<file path="config.mk">
export PLATFORM = sky130hd
export DESIGN_NAME = ro_conditioner
export DESIGN_NICKNAME = d
export VERILOG_FILES = /design/src/rtl/ro_conditioner.sv
export SDC_FILE = /design/constraint.sdc
export NUM_CORES = 1
export LEC_CHECK = 0
export ABC_AREA = 1
export CAP_MARGIN = 20
export CELL_PAD_IN_SITES_DETAIL_PLACEMENT = 0
export CELL_PAD_IN_SITES_GLOBAL_PLACEMENT = 1
export CORE_ASPECT_RATIO = 0.6
export CORE_UTILIZATION = 48
export DETAILED_ROUTE_END_ITERATION = 8
export PLACE_DENSITY_LB_ADDON = 0.1
export SLEW_MARGIN = 10
export SYNTH_ARGS = -nofsm -noshare
export SYNTH_HDL_FRONTEND = slang
export SYNTH_SLANG_ARGS = --single-unit
</file>
<file path="constraint.sdc">
create_clock -name clk -period 4 [get_ports clk]
set_clock_uncertainty 0.15 [all_clocks]
set_input_delay 0.8 -clock clk [delete_from_list [all_inputs] [get_ports clk]]
set_output_delay 0.8 -clock clk [all_outputs]
set_load 0.02 [all_outputs]
</file>
<file path="src/rtl/ro_conditioner.sv">
// rtl/ro_conditioner.sv - von Neumann debias, byte packing, byte FIFO and repetition health test for RO raw bits
module ro_conditioner #(
  parameter int FIFO_DEPTH = 4,
  parameter int REP_LIMIT  = 32
) (
  input  logic                          clk,
  input  logic                          rst_n,
  input  logic                          enable,
  input  logic                          raw_bit,
  input  logic                          raw_valid,
  output logic [7:0]                    byte_out,
  output logic                          byte_valid,
  input  logic                          byte_ready,
  output logic [$clog2(FIFO_DEPTH):0]   fifo_level,
  output logic                          health_fail,
  output logic                          overrun,
  input  logic                          clear_fail
);

  localparam int AW = $clog2(FIFO_DEPTH);
  localparam int RW = $clog2(REP_LIMIT + 1);

  typedef enum logic {IDLE, HOLD} pair_state_t;

  pair_state_t   state, state_next;
  logic          held;
  logic [RW-1:0] rep_cnt, rep_next;
  logic          last_bit;
  logic [7:0]    pack;
  logic [2:0]    bit_cnt;
  logic [7:0]    mem [FIFO_DEPTH];
  logic [AW-1:0] wr_ptr, rd_ptr;

  logic accept, trip, emit, push, pop, full, wr_en;
  logic [7:0] new_byte;

  assign accept = raw_valid & enable & ~health_fail & ~clear_fail;

  // rep_cnt == 0 means no previous raw bit since reset/clear
  always_comb begin
    rep_next = RW'(1);
    if (rep_cnt != '0 && raw_bit == last_bit) begin
      rep_next = (rep_cnt == RW'(REP_LIMIT)) ? rep_cnt : rep_cnt + RW'(1);
    end
  end

  assign trip     = accept & (rep_next == RW'(REP_LIMIT));
  assign emit     = accept & ~trip & (state == HOLD) & (raw_bit != held);
  assign new_byte = {pack[6:0], held};
  assign push     = emit & (bit_cnt == 3'd7);
  assign pop      = byte_valid & byte_ready;
  assign full     = (fifo_level == (AW + 1)'(FIFO_DEPTH));
  assign wr_en    = push & (~full | pop);

  always_comb begin
    state_next = state;
    if (clear_fail || !enable || trip) begin
      state_next = IDLE;
    end else if (accept) begin
      state_next = (state == IDLE) ? HOLD : IDLE;
    end
  end

  always_ff @(posedge clk or posedge rst_n) begin
    if (rst_n) begin
      state <= IDLE;
      held  <= 1'b0;
    end else begin
      state <= state_next;
      if (accept && state == IDLE) held <= raw_bit;
    end
  end

  always_ff @(posedge clk or posedge rst_n) begin
    if (rst_n) begin
      rep_cnt     <= '0;
      last_bit    <= 1'b0;
      health_fail <= 1'b0;
    end else if (clear_fail) begin
      rep_cnt     <= '0;
      last_bit    <= 1'b0;
      health_fail <= 1'b0;
    end else if (accept) begin
      rep_cnt  <= rep_next;
      last_bit <= raw_bit;
      if (trip) health_fail <= 1'b1;
    end
  end

  // A tripped health test discards the partial byte along with the held bit
  always_ff @(posedge clk or posedge rst_n) begin
    if (rst_n) begin
      pack    <= 8'h00;
      bit_cnt <= 3'd0;
    end else if (clear_fail || trip) begin
      pack    <= 8'h00;
      bit_cnt <= 3'd0;
    end else if (emit) begin
      pack    <= new_byte;
      bit_cnt <= bit_cnt + 3'd1;
    end
  end

  always_ff @(posedge clk or posedge rst_n) begin
    if (rst_n) begin
      for (int i = 0; i < FIFO_DEPTH; i++) mem[i] <= 8'h00;
      wr_ptr     <= '0;
      rd_ptr     <= '0;
      fifo_level <= '0;
    end else begin
      if (wr_en) begin
        mem[wr_ptr] <= new_byte;
        wr_ptr      <= wr_ptr + AW'(1);
      end
      if (pop) rd_ptr <= rd_ptr + AW'(1);
      if (wr_en && !pop)      fifo_level <= fifo_level + (AW + 1)'(1);
      else if (!wr_en && pop) fifo_level <= fifo_level - (AW + 1)'(1);
    end
  end

  always_ff @(posedge clk or posedge rst_n) begin
    if (rst_n) begin
      overrun <= 1'b0;
    end else if (clear_fail) begin
      overrun <= 1'b0;
    end else if (push && full && !pop) begin
      overrun <= 1'b1;
    end
  end

  assign byte_out   = mem[rd_ptr];
  assign byte_valid = (fifo_level != '0);

endmodule

</file>
==> results of run 1 <==
cell families after synthesis:
| kind of cell | synth area share |
|---|---|
| and+or+nand+nor | 0.304 |
| DFF | 0.481 |
| AOI/OAI and AO/OA | 0.0890 |
| buffers and inverters | 0.0581 |
| adders and majority gates | 0.0425 |
| xor gates and xnor gates | 0.0220 |
| muxes | 0.00361 |
flip-flops by register name, indices dropped and copies added, names as in the netlist:
signal / flops
held: 1
bit_cnt: 3
rep_cnt: 6
pack: 7
last_bit: 1
health_fail: 1
overrun: 1
mem: 32
rd_ptr: 2
wr_ptr: 2
state: 1
fifo_level: 3
cell type report:
cell class	count	area [sq um]
Fill cell	545	2580
Sequential cell	60	1500
Multi-Input combinational cell	272	1440
Timing Repair Buffer	24	230
Clock buffer	10	138
Clock inverter	6	111
Tap cell	84	105
Inverter	22	85.1
report_power, final:
part / switching, W / internal (W)
Sequential: 0.0000471 / 0.000637
Combinational: 0.000322 / 0.000231
Clock: 0.000242 / 0.000431
Total: 0.000611 / 0.00130
worst paths after layout:
kind / start / endpoint / slack, ns / depth (start not counted)
max: rd_ptr[0] / byte_out[6] / 0.88 / 4
min: mem[10] / mem[10] / 0.32 / 2
max reg2reg: rep_cnt[0] / fifo_level[1] / 1.24 / 15
min reg2reg: mem[10] / mem[10] / 0.32 / 2
max in group asynchronous: rst_n / mem[24] / 2.43 / 3
min in group asynchronous: rst_n / mem[14] / 0.62 / 2
worst max-delay path: stages (launching register included):
cell and delay (ns):
dfrtp_1 0.38, inv_1 0.41, o21ai_0 0.21, o22ai_1 0.19
clkdlybuf4s50_1 0.63
metal layers:
| metal | vias to the layer above | part of all wire |
|---|---|---|
| li1 | 1256 | - |
| met1 | 1183 | 0.53 |
| met2 | 93 | 0.40 |
| met3 | 9 | 0.062 |
| met4 | 0 | 0.0083 |
| met5 | - | 0 |
cells in the final DEF, fill, tap and decap left out, types with 2 or more instances in the layout:
cell / count
a21oi_2: 4
nor2_1: 31
nand3_1: 44
nand4_2: 4
a21oi_1: 9
nand2_1: 111
inv_1: 18
o22ai_1: 11
nand3_2: 3
xnor2_1: 2
clkdlybuf4s50_1: 20
xor2_1: 4
clkbuf_8: 10
ha_1: 9
inv_2: 3
o21ai_0: 24
nor2_4: 3
dfrtp_1: 60
nand2_4: 2
bufinv_16: 3
nand4_1: 3
buf_4: 4
per-stage QoR:
step	setup slack [ns]	cell area [sq um]	util
detailed placement	0.562	3360	0.543
CTS	0.920	3610	0.583
global route	0.697	3610	0.583
global placement	0.665	3360	0.543
finish	0.884	3610	0.583
floorplan	1.05	3120	-
==> metrics.md, run 1 <==
| Metric | Value |
|---|---|
| Status | complete, no violations |
| Final TNS setup | 0 ns |
| Total gr overflow | 0 |
| DP HPWL | 5.22 mm |
| Die W | between 100 and 150 um |
| WS Path Type | reg2out |
| Netlist Area Pre-Place | 0.00312 sq mm |
| RSZ-0062 raised after global routing | no |
| Die ar. | 0.00684 sq mm |
| Detailed Routing Iterations Pass 1 | 5 |
| Clock slew at reported path FFs | roughly 0.070 ns |
| Violation count after the first detailed-route iteration | 188 |
| Final hold viol count | 0 |
| # DRC | 0 |
| Layout cell share with drive strength beyond 1 | 0.114 |
| Final Power | about 0.0019 W |
| Die height | 64.5 um |
| GRT Total Usage | 0.242 |
| Inserted Diodes | 0 |
| Critical Path AT | between 2 and 2.5 ns |
| Crit Path Max Fanout | 17 |
| Startpoint Class | register |
| Synth area leaders | dfrtp_1 (48%), nand2_1 (13%), nand3_1 (7.1%) |
| Min-Delay Path Class | reg2reg |
| Final count of negative-setup-slack endpoints | 0 |
| Initial Util | 0.504 |
| Pleak | 1.74 nW |
| Most common cell in the netlist | nand2_1 |
| Max Cap Viol | 0 |
| P per Cell Area | ~530 mW/mm^2 |
| Global route hottest layer | met1 |
| WL final | 7.35 mm |
| PortBufs | 20 |
| Global-route wire length before repair | 12.5 mm |
| Fin. max-slew vios | 0 |
| M3 GR Usage | 0.0553 |
| Post-synth EDFFs | 0 |
| Post-Layout Cell Count | between 400 and 500 |
| Core area | between 0.006 and 0.007 sq mm |
| CTS resizes | 0 |
| Hold-fix buffers, CTS | 0 |
| Library cells used by synthesis | 30 |
| Met2 Resource Use GR | 0.329 |
| Share of the synthesized area in the top cell type | 0.481 |
| Largest net degree at the start of global routing | 36 |
| Syn nets | a little under 400 |
| Initial antenna violation count | 0 |
| Top_reg_cell synth | dfrtp_1 |
| Clock latency at the later pin of the worst-skew pair | approximately 0.33 ns |
| Total setup buffers inserted after CTS | 0 |
| Worst-case clock buffer depth | 2 |
| Number of synthesized register bits | 60 |
| DP Cell Count | between 400 and 500 |
| GR Layer Usage met1 | 0.384 |
| # IOs | 21 |
| Synth-to-Final Area Change | 15.6% |
| Avg Vias per Cell | approximately 5.3 |
| Total Nets Final | between 400 and 500 |
| Mapped Cells | around 370 |
| Num Clock Sinks | 60 |
| Relative slew slack | 0.636 |
| Wirelength per Cell | around 15 um |
| TritonCTS Buffers | 9 |
| Post-synth ARST share | 1.00 |
| Tcrit/Tclk final | 0.779 |
| TritonCTS clock tree | built |
| Routed Antenna Nets | 0 |
| Vias | about 2.5k |
| List of most frequent post-synthesis cells | nand2_1 (111), dfrtp_1 (60), nand3_1 (44) |
| VDD IR-drop max | ~340 uV |
| CP endpoint kind | output port |
| Final Wtd Congestion | around 0.93 |
| Sequential share of the synthesized area | 0.481 |
| Vias in the first global route | roughly 2.4k |
| Achievable frequency | ~0.32 GHz |
| Min Hold Slack | between 0.3 and 0.4 ns |
| Area leader, netlist | dfrtp_1 |
| Avg Cell Area, Syn | about 8.5 sq um |
| Ys Warns | 0 |
| Req. time, crit path | about 3.1 ns |
| Crit path time final | around 3.1 ns |
| Slew @ Worst Pin | ~0.55 ns |
| H-tree depth | 3 |
| CTS root buffer | clkbuf_8 |
| # rows | 22 |
Power figures use the tool's default switching activity.
==> inputs of run 2 (changes only) <==
--- a/config.mk
+++ b/config.mk
@@ -10,7 +10,7 @@
 export CELL_PAD_IN_SITES_DETAIL_PLACEMENT = 0
 export CELL_PAD_IN_SITES_GLOBAL_PLACEMENT = 1
 export CORE_ASPECT_RATIO = 0.6
-export CORE_UTILIZATION = 48
+export CORE_UTILIZATION = 40
 export DETAILED_ROUTE_END_ITERATION = 8
 export PLACE_DENSITY_LB_ADDON = 0.1
 export SLEW_MARGIN = 10
==> constraint.sdc (replaced) <==
create_clock -name clk -period 2.61 [get_ports clk]
set_clock_uncertainty 0.15 [all_clocks]
set_input_delay 0.522 -clock clk [delete_from_list [all_inputs] [get_ports clk]]
set_output_delay 0.522 -clock clk [all_outputs]
set_load 0.02 [all_outputs]
==> run 2 against run 1 <==
Effect of this change:
- hold slack barely moved
- power grew 57%
- combinational power increased by 64%
- cell area grew 9.9%
- final cell count rose by 9.4%
- critical path type is now reg2reg
- sequential power grew 56%
- global-route usage decreased by 1.7 points
- clock power increased by 52%
- routed wire length up 9.3%
==> metrics.md, run 2 (same netlist as run 1, synthesis figures left out) <==
| Metric | Value |
|---|---|
| Design area | 0.00397 sq mm (was 0.00361 sq mm) |
| Largest registers | mem (32), pack (7), rep_cnt (6) (unchanged) |
| Total Nets Final | 434 (was 406) |
| Req. time, crit path | 2.67 ns (was 3.05 ns) |
| # rows | 24 (was 22) |
| Commonest non-fill, non-tap cell in the layout | nand2_1 (unchanged) |
| Layout cell share with drive strength beyond 1 | 0.212 (was 0.114) |
| Die ar. | 0.00817 sq mm (was 0.00684 sq mm) |
| WL final | 8.03 mm (was 7.35 mm) |
| Met2 Resource Use GR | 0.280 (was 0.329) |
| Global-route wire length before repair | 13.6 mm (was 12.5 mm) |
| Startpoint Class | register (unchanged) |
| CP endpoint kind | register (was output port) |
| Fill cell count | 689 (was 545) |
| RR Endpoint | fifo_level[1] (unchanged) |
| TritonCTS clock tree | built (unchanged) |
| Violation count after the first detailed-route iteration | 143 (was 188) |
| GRT Total Usage | 0.225 (was 0.242) |
| Hold Path End | mem[12] (was mem[10]) |
| Hold path start | mem[12] (was mem[10]) |
| Core area | 0.00742 sq mm (was 0.00619 sq mm) |
| Slew @ Worst Pin | 0.513 ns (was 0.546 ns) |
| Largest Register | mem (unchanged) |
| CTS root buffer | clkbuf_16 (was clkbuf_8) |
| Relative slew slack | 0.658 (was 0.636) |
| Die W | 116 um (was 106 um) |
| Synth-to-Final Area Change | 27.1% (was 15.6%) |
| Wirelength per Cell | 15.4 um (about the same) |
| Vias in the first global route | 2550 (was 2399) |
| Initial Util | 0.421 (was 0.504) |
| Multi-input gate area in the final layout | 0.00152 sq mm (was 0.00144 sq mm) |
| VDD IR-drop max | 460 uV (was 341 uV) |
| WS Path Type | reg2reg (was reg2out) |
| Status | complete, no violations (unchanged) |
| Clock latency at the later pin of the worst-skew pair | 0.32 ns (was 0.33 ns) |
| Crit path time final | roughly 2.5 ns |
| RSZ-0062 raised after global routing | yes (was no) |
| Avg Vias per Cell | 5.04 (was 5.32) |
| Reg2reg start | rep_cnt[0] (unchanged) |
| Register area | 0.00151 sq mm (was 0.00150 sq mm) |
| Final core utilization | 0.535 (was 0.583) |
| Final count of negative-setup-slack endpoints | 0 (unchanged) |
| PortBufs | 20 (unchanged) |
| Detailed Routing Iterations Pass 1 | 4 (was 5) |
| Inserted Diodes | 0 (unchanged) |
| Min-Delay Path Class | reg2reg (unchanged) |
| Final Wtd Congestion | 0.838 (was 0.934) |
| Global route hottest layer | met1 (unchanged) |
| Fin worst setup slack | 0.0667 ns (was 0.884 ns) |
| Largest net degree at the start of global routing | 44 (was 36) |
| Worst reg2reg path depth | 13 (was 15) |
| Tcrit/Tclk final | 0.974 |
| DP Worst Slack | -0.417 ns (was 0.562 ns) |
| GR Layer Usage met1 | 0.368 (was 0.384) |
| Pleak | 1.99 nW (was 1.74 nW) |
| Total gr overflow | 0 (unchanged) |
| Fin. max-slew vios | 0 (unchanged) |
| Worst-case clock buffer depth | 2 (unchanged) |
| M3 GR Usage | 0.0573 (was 0.0553) |
| Final hold viol count | 0 (unchanged) |
| Critical Path AT | 2.60 ns (was 2.17 ns) |
| Total setup buffers inserted after CTS | 0 (unchanged) |
| Num Clock Sinks | 60 (unchanged) |
| Routed Antenna Nets | 0 (unchanged) |
| # IOs | 21 (unchanged) |
| Max Cap Viol | 0 (unchanged) |
| P per Cell Area | 755 mW/mm^2 (was 529 mW/mm^2) |
| Die height | 70.4 um (was 64.5 um) |
| H-tree depth | 3 (unchanged) |
| Placed cell area | 0.00365 sq mm (was 0.00336 sq mm) |
| TritonCTS Buffers | 9 (unchanged) |
| Vias | 2634 (was 2541) |
| Achievable frequency | just under 0.4 GHz |
| Crit Path Max Fanout | 4 (was 17) |
| DP HPWL | 5.84 mm (was 5.22 mm) |
| Hold depth | 2 (unchanged) |
| Max reg flops | 32 (unchanged) |
| Most frequent cells in the layout | nand2_1 (109), dfrtp_1 (55), nand3_1 (42) (was nand2_1 (111), dfrtp_1 (60), nand3_1 (44)) |
| # DRC | 0 (unchanged) |
| Final TNS setup | 0 ns (unchanged) |
| Clock slew at reported path FFs | 0.05 ns (was 0.07 ns) |
| Reg-to-reg slack, setup | 0.07 ns (was 1.24 ns) |
| Initial antenna violation count | 0 (unchanged) |
==> run 2: critical path, stage by stage (launching register included) <==
cell and delay, ns:
dfrtp_2 0.44, buf_4 0.16, nand3_1 0.10, xor2_2 0.19
nand2_2 0.08, nand2_1 0.06, nor2_1 0.04, nand2_1 0.09
nand3_2 0.11, nor2_4 0.16, ha_4 0.15, inv_4 0.03
fa_2 0.40, mux2_2 0.26
==> run 2: metrics by stage <==
| step | hold WS (ns) | power, W | instances |
|---|---|---|---|
| after floorplan | 0.287 | 0.00157 | 368 |
| after global placement | 0.300 | 0.00200 | 510 |
| after detailed placement | 0.307 | 0.00201 | 510 |
| after CTS | 0.319 | 0.00304 | 523 |
| after global routing | 0.345 | 0.00315 | 523 |
| final | 0.317 | 0.00299 | 523 |
==> run 2: how the worst max path moves through the flow <==
stage | start | end | slack [ns]
detailed placement | raw_bit | fifo_level[2] | -0.42
global placement | raw_bit | fifo_level[2] | -0.36
global route | rep_cnt[0] | fifo_level[2] | -0.07
floorplan | rep_cnt[0] | fifo_level[1] | -0.02
CTS | rd_ptr[0] | byte_out[0] | 0.008
finish | rep_cnt[0] | fifo_level[1] | 0.07
==> run 2: routing by layer <==
metal	up-vias	wire, um
met3	8	528
met5	-	0
met4	0	82
met1	1237	4280
met2	74	3150
li1	1315	-
==> run 2: final cells by class <==
cell class | count | share of cell area
Tap cell | 104 | 0.0328
Inverter | 22 | 0.0227
Clock buffer | 13 | 0.0631
Sequential cell | 60 | 0.380
Timing Repair Buffer | 52 | 0.119
Multi-Input combinational cell | 272 | 0.383
==> run 2: repair_timing <==
| action | in CTS | in global routing |
|---|---|---|
| setup endpoints to repair | 10 | 10 |
| resized for setup | 4 | 20 |
| hold buffers | 0 | 0 |
| pin swaps | 2 | 7 |
==> run 2: power by group <==
| part | internal [W] | leakage (nW) | total (W) | switching, W |
|---|---|---|---|---|
| registers | 0.000983 | 0.812 | 0.00107 | 0.0000837 |
| clock network | 0.000651 | 0.122 | 0.00102 | 0.000370 |
| logic | 0.000406 | 1.05 | 0.000907 | 0.000501 |
